## src/rtl/alu_issue_ctrl_pkg.sv

```systemverilog
// Shared definitions for the ALU issue controller: funct codes, ALU select codes,
// FSM state encoding and the decoder result bundle.
package alu_issue_ctrl_pkg;

  localparam logic [5:0] FN_ADD = 6'b100000;
  localparam logic [5:0] FN_SUB = 6'b100010;
  localparam logic [5:0] FN_AND = 6'b100100;
  localparam logic [5:0] FN_OR  = 6'b100101;
  localparam logic [5:0] FN_SLT = 6'b101010;
  localparam logic [5:0] FN_MUL = 6'b011000;

  localparam logic [2:0] SEL_ADD  = 3'b000;
  localparam logic [2:0] SEL_SUB  = 3'b001;
  localparam logic [2:0] SEL_AND  = 3'b010;
  localparam logic [2:0] SEL_OR   = 3'b011;
  localparam logic [2:0] SEL_SLT  = 3'b100;
  localparam logic [2:0] SEL_MUL  = 3'b110;
  localparam logic [2:0] SEL_IDLE = 3'b111;

  typedef enum logic [1:0] {
    ST_IDLE  = 2'd0,
    ST_ISSUE = 2'd1,
    ST_EXEC  = 2'd2,
    ST_WB    = 2'd3
  } state_t;

  typedef struct packed {
    logic [2:0] sel;
    logic       legal;
    logic       is_mul;
    logic       is_nop;
  } dec_t;

endpackage

```

## src/rtl/alu_issue_ctrl_if.sv

```systemverilog
// Bundle of the instruction, register-file, ALU and writeback signals around the issue controller.
// master = controller side, slave = surrounding pipeline/testbench side.
interface alu_issue_ctrl_if #(parameter int CNT_W = 16);

  logic             instr_valid;
  logic             instr_ready;
  logic [31:0]      instr;
  logic [4:0]       rs_addr;
  logic [4:0]       rt_addr;
  logic [31:0]      rs_data;
  logic [31:0]      rt_data;
  logic [31:0]      op1;
  logic [31:0]      op2;
  logic [2:0]       sel;
  logic [31:0]      alu_result;
  logic             alu_zero;
  logic             wb_valid;
  logic             wb_ready;
  logic [4:0]       wb_addr;
  logic [31:0]      wb_data;
  logic             wb_zero;
  logic             illegal;
  logic [CNT_W-1:0] retired;

  modport master (
    input  instr_valid, instr, rs_data, rt_data, alu_result, alu_zero, wb_ready,
    output instr_ready, rs_addr, rt_addr, op1, op2, sel,
           wb_valid, wb_addr, wb_data, wb_zero, illegal, retired
  );

  modport slave (
    output instr_valid, instr, rs_data, rt_data, alu_result, alu_zero, wb_ready,
    input  instr_ready, rs_addr, rt_addr, op1, op2, sel,
           wb_valid, wb_addr, wb_data, wb_zero, illegal, retired
  );

endinterface

```

## src/rtl/alu_issue_ctrl_funct_decode.sv

```systemverilog
// Combinational R-type decoder: instruction word -> ALU select, legal, is_mul, is_nop.
// Zero cycles latency; no flow control.
module alu_funct_decode
  import alu_issue_ctrl_pkg::*;
(
  input  logic [31:0] instr,
  output dec_t        dec
);

  always_comb begin
    dec     = '0;
    dec.sel = SEL_IDLE;
    if (instr == 32'd0) begin
      dec.legal  = 1'b1;
      dec.is_nop = 1'b1;
    end else if (instr[31:26] == 6'd0) begin
      dec.legal = 1'b1;
      case (instr[5:0])
        FN_ADD:  dec.sel = SEL_ADD;
        FN_SUB:  dec.sel = SEL_SUB;
        FN_AND:  dec.sel = SEL_AND;
        FN_OR:   dec.sel = SEL_OR;
        FN_SLT:  dec.sel = SEL_SLT;
        FN_MUL: begin
          dec.sel    = SEL_MUL;
          dec.is_mul = 1'b1;
        end
        default: dec.legal = 1'b0;
      endcase
    end
  end

endmodule

```

## src/rtl/alu_issue_ctrl.sv

```systemverilog
// ALU front-end: accepts one R-type instruction at a time, reads operands, holds the ALU, emits a wb beat.
// Accept-to-wb_valid is 2+N cycles (N = MUL_LATENCY for MUL, else 1); wb beat held until wb_ready.
module alu_issue_ctrl
  import alu_issue_ctrl_pkg::*;
#(
  parameter int MUL_LATENCY = 2,
  parameter int CNT_W       = 16
) (
  input  logic              clk,
  input  logic              rst_n,
  alu_issue_ctrl_if.master  bus
);

  localparam int LAT_W = (MUL_LATENCY > 1) ? $clog2(MUL_LATENCY) : 1;

  state_t           state, state_nxt;
  dec_t             dec;
  logic             accept, exec_last, retire;
  logic [4:0]       rs_q, rt_q, rd_q;
  logic [2:0]       sel_pend, sel_q;
  logic             mul_pend;
  logic [LAT_W-1:0] lat_cnt;
  logic [31:0]      op1_q, op2_q, result_q;
  logic             zero_q, illegal_q;
  logic [CNT_W-1:0] retired_q;

  alu_funct_decode u_decode (
    .instr (bus.instr),
    .dec   (dec)
  );

  always_ff @(posedge clk) begin
    if (!rst_n) state <= ST_IDLE;
    else        state <= state_nxt;
  end

  always_comb begin
    state_nxt       = state;
    accept          = 1'b0;
    exec_last       = 1'b0;
    retire          = 1'b0;
    bus.instr_ready = 1'b0;
    bus.wb_valid    = 1'b0;
    case (state)
      ST_IDLE: begin
        bus.instr_ready = rst_n;
        accept          = bus.instr_valid;
        retire          = accept && dec.is_nop;
        if (accept && dec.legal && !dec.is_nop) state_nxt = ST_ISSUE;
      end
      ST_ISSUE: state_nxt = ST_EXEC;
      ST_EXEC: begin
        exec_last = (lat_cnt == '0);
        if (exec_last) begin
          // rd==0 results are discarded but the instruction still counts as retired
          if (rd_q == 5'd0) begin
            retire    = 1'b1;
            state_nxt = ST_IDLE;
          end else begin
            state_nxt = ST_WB;
          end
        end
      end
      ST_WB: begin
        bus.wb_valid = 1'b1;
        if (bus.wb_ready) begin
          retire    = 1'b1;
          state_nxt = ST_IDLE;
        end
      end
      default: state_nxt = ST_IDLE;
    endcase
  end

  always_ff @(posedge clk) begin
    if (!rst_n) begin
      rs_q      <= '0;
      rt_q      <= '0;
      rd_q      <= '0;
      sel_pend  <= SEL_IDLE;
      mul_pend  <= 1'b0;
      sel_q     <= SEL_IDLE;
      lat_cnt   <= '0;
      op1_q     <= '0;
      op2_q     <= '0;
      result_q  <= '0;
      zero_q    <= 1'b0;
      illegal_q <= 1'b0;
      retired_q <= '0;
    end else begin
      illegal_q <= accept && !dec.legal;
      if (accept) begin
        rs_q     <= bus.instr[25:21];
        rt_q     <= bus.instr[20:16];
        rd_q     <= bus.instr[15:11];
        sel_pend <= dec.sel;
        mul_pend <= dec.is_mul;
      end
      if (state == ST_ISSUE) begin
        op1_q   <= bus.rs_data;
        op2_q   <= bus.rt_data;
        sel_q   <= sel_pend;
        lat_cnt <= mul_pend ? LAT_W'(MUL_LATENCY - 1) : '0;
      end
      if (state == ST_EXEC) begin
        if (exec_last) begin
          result_q <= bus.alu_result;
          zero_q   <= bus.alu_zero;
        end else begin
          lat_cnt <= lat_cnt - 1'b1;
        end
      end
      if (state != ST_IDLE && state_nxt == ST_IDLE) sel_q <= SEL_IDLE;
      if (retire) retired_q <= retired_q + 1'b1;
    end
  end

  assign bus.rs_addr = rs_q;
  assign bus.rt_addr = rt_q;
  assign bus.op1     = op1_q;
  assign bus.op2     = op2_q;
  assign bus.sel     = sel_q;
  assign bus.wb_addr = rd_q;
  assign bus.wb_data = result_q;
  assign bus.wb_zero = zero_q;
  assign bus.illegal = illegal_q;
  assign bus.retired = retired_q;

endmodule

```

## src/flat_wrapper.sv

```systemverilog
// flat-port wrapper written by rule: the top's interface ports become plain ports
module alu_issue_ctrl_flat import alu_issue_ctrl_pkg::*;
#(
  parameter int MUL_LATENCY = 2,
  parameter int CNT_W       = 16
)
  (clk, rst_n, bus_instr_valid, bus_instr, bus_rs_data, bus_rt_data, bus_alu_result, bus_alu_zero, bus_wb_ready, bus_instr_ready, bus_rs_addr, bus_rt_addr, bus_op1, bus_op2, bus_sel, bus_wb_valid, bus_wb_addr, bus_wb_data, bus_wb_zero, bus_illegal, bus_retired);
  alu_issue_ctrl_if #(.CNT_W(CNT_W)) bus_i ();
  input  logic clk;
  input  logic rst_n;
  input wire logic [$bits(bus_i.instr_valid)-1:0] bus_instr_valid;
  input wire logic [$bits(bus_i.instr)-1:0] bus_instr;
  input wire logic [$bits(bus_i.rs_data)-1:0] bus_rs_data;
  input wire logic [$bits(bus_i.rt_data)-1:0] bus_rt_data;
  input wire logic [$bits(bus_i.alu_result)-1:0] bus_alu_result;
  input wire logic [$bits(bus_i.alu_zero)-1:0] bus_alu_zero;
  input wire logic [$bits(bus_i.wb_ready)-1:0] bus_wb_ready;
  output wire logic [$bits(bus_i.instr_ready)-1:0] bus_instr_ready;
  output wire logic [$bits(bus_i.rs_addr)-1:0] bus_rs_addr;
  output wire logic [$bits(bus_i.rt_addr)-1:0] bus_rt_addr;
  output wire logic [$bits(bus_i.op1)-1:0] bus_op1;
  output wire logic [$bits(bus_i.op2)-1:0] bus_op2;
  output wire logic [$bits(bus_i.sel)-1:0] bus_sel;
  output wire logic [$bits(bus_i.wb_valid)-1:0] bus_wb_valid;
  output wire logic [$bits(bus_i.wb_addr)-1:0] bus_wb_addr;
  output wire logic [$bits(bus_i.wb_data)-1:0] bus_wb_data;
  output wire logic [$bits(bus_i.wb_zero)-1:0] bus_wb_zero;
  output wire logic [$bits(bus_i.illegal)-1:0] bus_illegal;
  output wire logic [$bits(bus_i.retired)-1:0] bus_retired;
  assign bus_i.instr_valid = bus_instr_valid;
  assign bus_i.instr = bus_instr;
  assign bus_i.rs_data = bus_rs_data;
  assign bus_i.rt_data = bus_rt_data;
  assign bus_i.alu_result = bus_alu_result;
  assign bus_i.alu_zero = bus_alu_zero;
  assign bus_i.wb_ready = bus_wb_ready;
  assign bus_instr_ready = bus_i.instr_ready;
  assign bus_rs_addr = bus_i.rs_addr;
  assign bus_rt_addr = bus_i.rt_addr;
  assign bus_op1 = bus_i.op1;
  assign bus_op2 = bus_i.op2;
  assign bus_sel = bus_i.sel;
  assign bus_wb_valid = bus_i.wb_valid;
  assign bus_wb_addr = bus_i.wb_addr;
  assign bus_wb_data = bus_i.wb_data;
  assign bus_wb_zero = bus_i.wb_zero;
  assign bus_illegal = bus_i.illegal;
  assign bus_retired = bus_i.retired;
  alu_issue_ctrl #(.MUL_LATENCY(MUL_LATENCY), .CNT_W(CNT_W)) u_core (.clk(clk), .rst_n(rst_n), .bus(bus_i));
endmodule
```

## config.mk

```make
export PLATFORM = sky130hd
export DESIGN_NAME = alu_issue_ctrl_flat
export DESIGN_NICKNAME = d
export VERILOG_FILES = /design/src/rtl/alu_issue_ctrl_pkg.sv /design/src/rtl/alu_issue_ctrl_if.sv /design/src/rtl/alu_issue_ctrl_funct_decode.sv /design/src/rtl/alu_issue_ctrl.sv /design/src/flat_wrapper.sv
export SDC_FILE = /design/constraint.sdc
export NUM_CORES = 1
export LEC_CHECK = 0
export ABC_AREA = 1
export CORE_UTILIZATION = 37
export DETAILED_ROUTE_END_ITERATION = 10
export MAX_ROUTING_LAYER = met4
export PLACE_DENSITY_LB_ADDON = 0.05
export RECOVER_POWER = 50
export SKIP_CTS_REPAIR_TIMING = 1
export SLEW_MARGIN = 10
export SYNTH_ARGS = -nofsm -noshare
export SYNTH_HDL_FRONTEND = slang
export SYNTH_SLANG_ARGS = --single-unit
```

## constraint.sdc

```tcl
create_clock -name clk -period 1.24 [get_ports clk]
set_input_delay 0.248 -clock clk [delete_from_list [all_inputs] [get_ports clk]]
set_output_delay 0.248 -clock clk [all_outputs]
set_load 0.01 [all_outputs]
```

# Yosys cells after proc, flatten, opt, wreduce, memory -nomap -nowiden
# Cells that the tools add are included.
# totals
regBits	139
latchBits	0
mem_bits_rw	0
romBits	0
word_cells	68
mem_count	0
# op_classes
add_sub_neg	2
mul	0
div	0
magnitude_cmp	0
n_eq_ne	9
n_shift	0
n_mux	25
bitwise	2
n_reduce_logical	16
# op_table
operator	count
zero test 32 bit	1
equality test 6 bit (second input constant)	5
case mux 3 bit (6 select lines)	1
adder 16 x 1 -> 16 bit (second input constant)	1
two-way mux 1 bit	16
two-way mux 2 bit	4
case mux 2 bit (4 select lines)	1
equality test 6 x 5 -> 1 bit (second input constant)	1
zero test 6 bit	1
OR reduction 6 bit	1
logical AND 1 bit	5
zero test 5 bit	1
two-way mux 5 bit	1
equality test 2 bit (second input constant)	2
zero test 2 bit	2
two-way mux 3 bit	1
case mux 1 bit (3 select lines)	1
equality test 2 x 1 -> 1 bit (second input constant)	1
zero test 1 bit	2
inverter 1 bit	2
AND reduction 2 bit	1
nonzero test 2 bit	1
OR reduction 2 bit	1
subtractor 1 bit (second input constant)	1

# Longest topological paths before layout
# logic_depth
word_depth	12
mapped_depth	10
mapped_depth_nobuf	9

# Hierarchy
# From an unflattened synthesis, not the netlist that was laid out.
# hier_totals
cells_unflattened	747
area_unflattened_um2	5461.5
# by_module_without_submodules
mod	instances	cells_each	area_per_inst_um2	seq_area_each_um2
alu_issue_ctrl	1	682	5167.5	2782.7
alu_funct_decode	1	65	294.0	0.0

# Least setup slack after synthesis
# OpenSTA, ideal clock, no wires.
# synth_path
path_type	register to register
start	register u_core.retired_q[0], in the netlist u_core.bus.retired[0]
end	register u_core.retired_q[14], in the netlist u_core.bus.retired[14]
t_arrival_ps	1309
setup_slack_ps	-209
stages_incl_launch_ff	8
period_less_slack_ps	1449
path_cell_list	dfxtp_1 ha_1 nand3_1 nor2_1 nand3_1 xor2_1 nand2_2 a21oi_2
# synth_via
elab_chain_cells	1
# synth_lines
item	line	source
start, declared	alu_issue_ctrl.sv:25	logic [CNT_W-1:0] retired_q;
start signal, assigned	alu_issue_ctrl.sv:114	if (retire) retired_q <= retired_q + 1'b1;
adder 16 x 1 -> 16 bit	alu_issue_ctrl.sv:114	
# No other way between the ends.
# A chain may end at the register's enable or synchronous reset.

# Worst setup path in the final report
# layout_path
start	register u_core.rd_q[0], in the netlist u_core.bus.wb_addr[0]
end	register u_core.retired_q[7], in the netlist u_core.bus.retired[7]
# layout_via
elab_chain_cells	4
# layout_lines
item	line	source
start, declared	alu_issue_ctrl.sv:19	logic [4:0] rs_q, rt_q, rd_q;
start signal, assigned	alu_issue_ctrl.sv:95	rd_q <= bus.instr[15:11];
zero test 5 bit	alu_issue_ctrl.sv:56	if (rd_q == 5'd0) begin
two-way mux 1 bit	alu_issue_ctrl.sv:56	
two-way mux 1 bit	alu_issue_ctrl.sv:54	if (exec_last) begin
case mux 1 bit (3 select lines)	alu_issue_ctrl.sv:44	case (state)
# No other way between the ends.

==> run_results.csv <==
group,metric,value,unit
sta,rsz0062_at_grt,"true",
outcome,violations,"negative setup slack",
sta,finalClockSkew,0.00960,ns
layout,area_growth,101,%
grt,grt_pass1_vias,5418,
critical_path,reg2reg_depth,7,
yosys,netlist_instances,738,
grt,grt_pass1_wl,26300,um
sta,tightestPinTransition,0.408,ns
yosys,ys_ff_latch,139,
place,hpwlAfterDp,12000,um
floorplan,num_rows,44,
yosys,yosys-top-cells-area,"dfxtp_1, nor2_1, o21ai_0",
critical_path,cpLargestDelayFamily,"simple AND/OR/NAND/NOR gates",
yosys,synth_top_area_share,50.7,%
sta,max-slew-margin-rel,72.8,%
critical_path,cp-start-kind,"flip-flop",
floorplan,initial_core_util,37.9,%
floorplan,core,14500,um2
floorplan,die_w,124,um
outcome,status,"complete, but fails checks",
sta,fin_crit,1.48,ns
critical_path,r2r_start,"u_core.bus.wb_addr[0]",
routing,first_iter_violations,306,
critical_path,crit_slowest_cell,"dfxtp_2",
layout,final_area,11100,um2
clocking,path_clk_slew,0.06,ns
layout,multi_input_area,3050,um2
routing,drt_pass1_iterations,6,
sta,finalSetupViolations,120,
yosys,synth_seq_area_share,50.7,%
sta,slew_violations,0,
sta,finalHoldViolCount,0,
sta,tns,-12.84,ns
routing,vias,6285,
clocking,clock_latency,0.42,ns
yosys,syn-num-nets,872,
place,port_buffers,266,
grt,grt_start_max_net_pins,65,
critical_path,crit_buf_inv,2,
routing,ant_nets,0,
pwr,max-vdd-ir-drop,1.01,mV
pwr,cellPowerDensity,1020,nW/um2
floorplan,io_pins,267,
routing,vias_per_cell,4.94,
clocking,cts.sinks,139,
layout,drive_above_1_share,30.3,%
critical_path,path_class,"reg2reg",
grt,globalRouteOverflowTotal,0,
routing,wire_per_inst,16.6,um
critical_path,max_stage_delay,0.33,ns
yosys,postSynthAreaPerCell,7.43,um2
grt,grt_usage,22.9,%
floorplan,fp.dieH,124,um
sta,clock.fmax,677,MHz
critical_path,cp.arrival,1.77,ns
sta,fin_crit_sh,119,%
clocking,h-tree-depth,4,
layout,seqCellArea,2820,um2
worst_hold_path,whs_endpoint,"u_core.bus.rs_addr[0]",
clocking,clockBufferDepth,2,
pwr,p_leak,0.00650,uW
yosys,ys_types,30,
place,gp_congestion,0.813,
layout,n_fill_cell,1018,
layout,diodes,0,
floorplan,dieArea,15300,um2
sta,fin_ws,-0.237,ns
grt,grt_antenna_before_repair,0,
critical_path,r2r-end,"u_core.bus.retired[7]",
worst_hold_path,min_path_type,"in2reg",
worst_hold_path,min_path_cells,3,
critical_path,cp-end-kind,"flip-flop",
flow_run,maxCapViolations,0,
critical_path,reg2reg_slack,-0.24,ns
yosys,yosys_warnings,0,
critical_path,critPathRequiredTime,1.53,ns
critical_path,path_max_fanout,5,
yosys,netlist_area,5490,um2
clocking,cts-root-buf,"clkbuf_16",
layout,nNetsFinal,1209,
routing,wirelength,21200,um
place,post-place-ws,-0.612,ns
worst_hold_path,hold_start,"bus_instr[21]",
critical_path,crit_chain,"nor2_2 -> nand4_1 -> o21a_4 -> buf_12 -> clkbuf_16 -> nand3_4 -> a21oi_2",
routing,route.detailed.drc,0,
yosys,yosysTopAreaCell,"dfxtp_1",
clocking,cts_buffers,17,
place,post_dp_cell_area,8790,um2
clocking,cts_tree,"done",
[worst max path at each step]
stage / from / endpoint / slack [ns] / depth (start not counted)
after floorplan: u_core.bus.wb_addr[0] / u_core.bus.retired[10] / -0.04 / 8
after global placement: bus_instr[15] / u_core.bus.retired[0] / -0.57 / 10
after detailed placement: bus_instr[15] / u_core.bus.retired[0] / -0.61 / 10
after CTS: u_core.state[1] / bus_instr_ready / -0.65 / 4
after global routing: u_core.bus.wb_addr[0] / u_core.bus.retired[5] / -0.28 / 7
final: u_core.bus.wb_addr[0] / u_core.bus.retired[7] / -0.24 / 7
[registers in the layout, summed over array words and instances, names as in the netlist]
register	count
u_core.bus.op1	32
u_core.bus.op2	32
u_core.bus.wb_data	32
u_core.bus.retired	16
u_core.bus.rs_addr	5
u_core.bus.rt_addr	5
u_core.bus.wb_addr	5
u_core.bus.sel	3
u_core.sel_pend	3
u_core.state	2
u_core.bus.illegal	1
u_core.bus.wb_zero	1
u_core.lat_cnt	1
u_core.mul_pend	1
[layer usage]
layer / part of all wire, % / global-route usage [%]
met1: 41 / 26.9
met5: 0 / -
met4: 2.7 / 7.15
met3: 6.4 / 6.23
met2: 50 / 37.9
[cells in the final DEF, fill, tap and decap left out, drive strengths merged, types with 3 or more instances in the layout]
cell,count
nor2,275
bufinv,6
o21ai,119
clkbuf,50
nand3,30
buf,86
dlymetal6s2s,139
inv,25
nand2,58
clkdlybuf4s50,103
dfxtp,139
nor3,6
nand4,5
xnor2,3
xor2,9
a21oi,21
clkinv,4
[cells in the mapped netlist, drive strengths merged]
cell type	number
nor2	275
dfxtp	139
o21ai	119
nand2	57
clkbuf	32
nand3	30
inv	24
a21oi	21
buf	10
xor2	9
nor3	6
nand4	5
xnor2	3
a41oi	1
and2	1
ha	1
nand3b	1
nor4	1
o2111a	1
o21a	1
o21bai	1
[tightest hold or removal path, delay by kind of cell]
kind | cells | cell delay (ns)
AOI/OAI and AO/OA | 1 | 0.09
buffers and inverters | 1 | 0.11
and+or+nand+nor | 1 | 0.07
[final cells by class]
| cell class | instances | area share [%] |
|---|---|---|
| repair inverters | 1 | 0.0566 |
| multi-input cells | 534 | 27.6 |
| repair buffers | 358 | 37.7 |
| clock buffers | 20 | 4.22 |
| well taps | 184 | 2.08 |
| inverters | 24 | 0.951 |
| flip-flops and latches | 139 | 25.5 |
| clock inverters | 11 | 1.95 |
[power breakdown]
group / internal (uW) / switching (uW) / total (uW)
registers: 4510 / 25.2 / 4530
logic: 549 / 345 / 894
clock network: 3920 / 1940 / 5860
total: 8980 / 2310 / 11300
[stage by stage]
stage	total power (uW)	std cells	util, %	hold slack, ns
2_1_floorplan	4820	738	-	0.383
3_3_place_gp	5430	1206	60.7	0.462
3_5_place_dp	5430	1206	60.7	0.461
4_1_cts	11200	1237	65.4	0.345
5_1_grt	11600	1271	76.3	0.145
6_report	11300	1271	76.3	0.135
[cell families after synthesis]
kind of cell,after synthesis,synth area share [%]
AOI/OAI and AO/OA,144,14.1
xor gates and xnor gates,12,1.92
adders and majority gates,1,0.228
buffers and inverters,66,5.04
DFF,139,50.7
and+or+nand+nor,376,28.0
No activity file was read; power rests on OpenSTA's default activity.
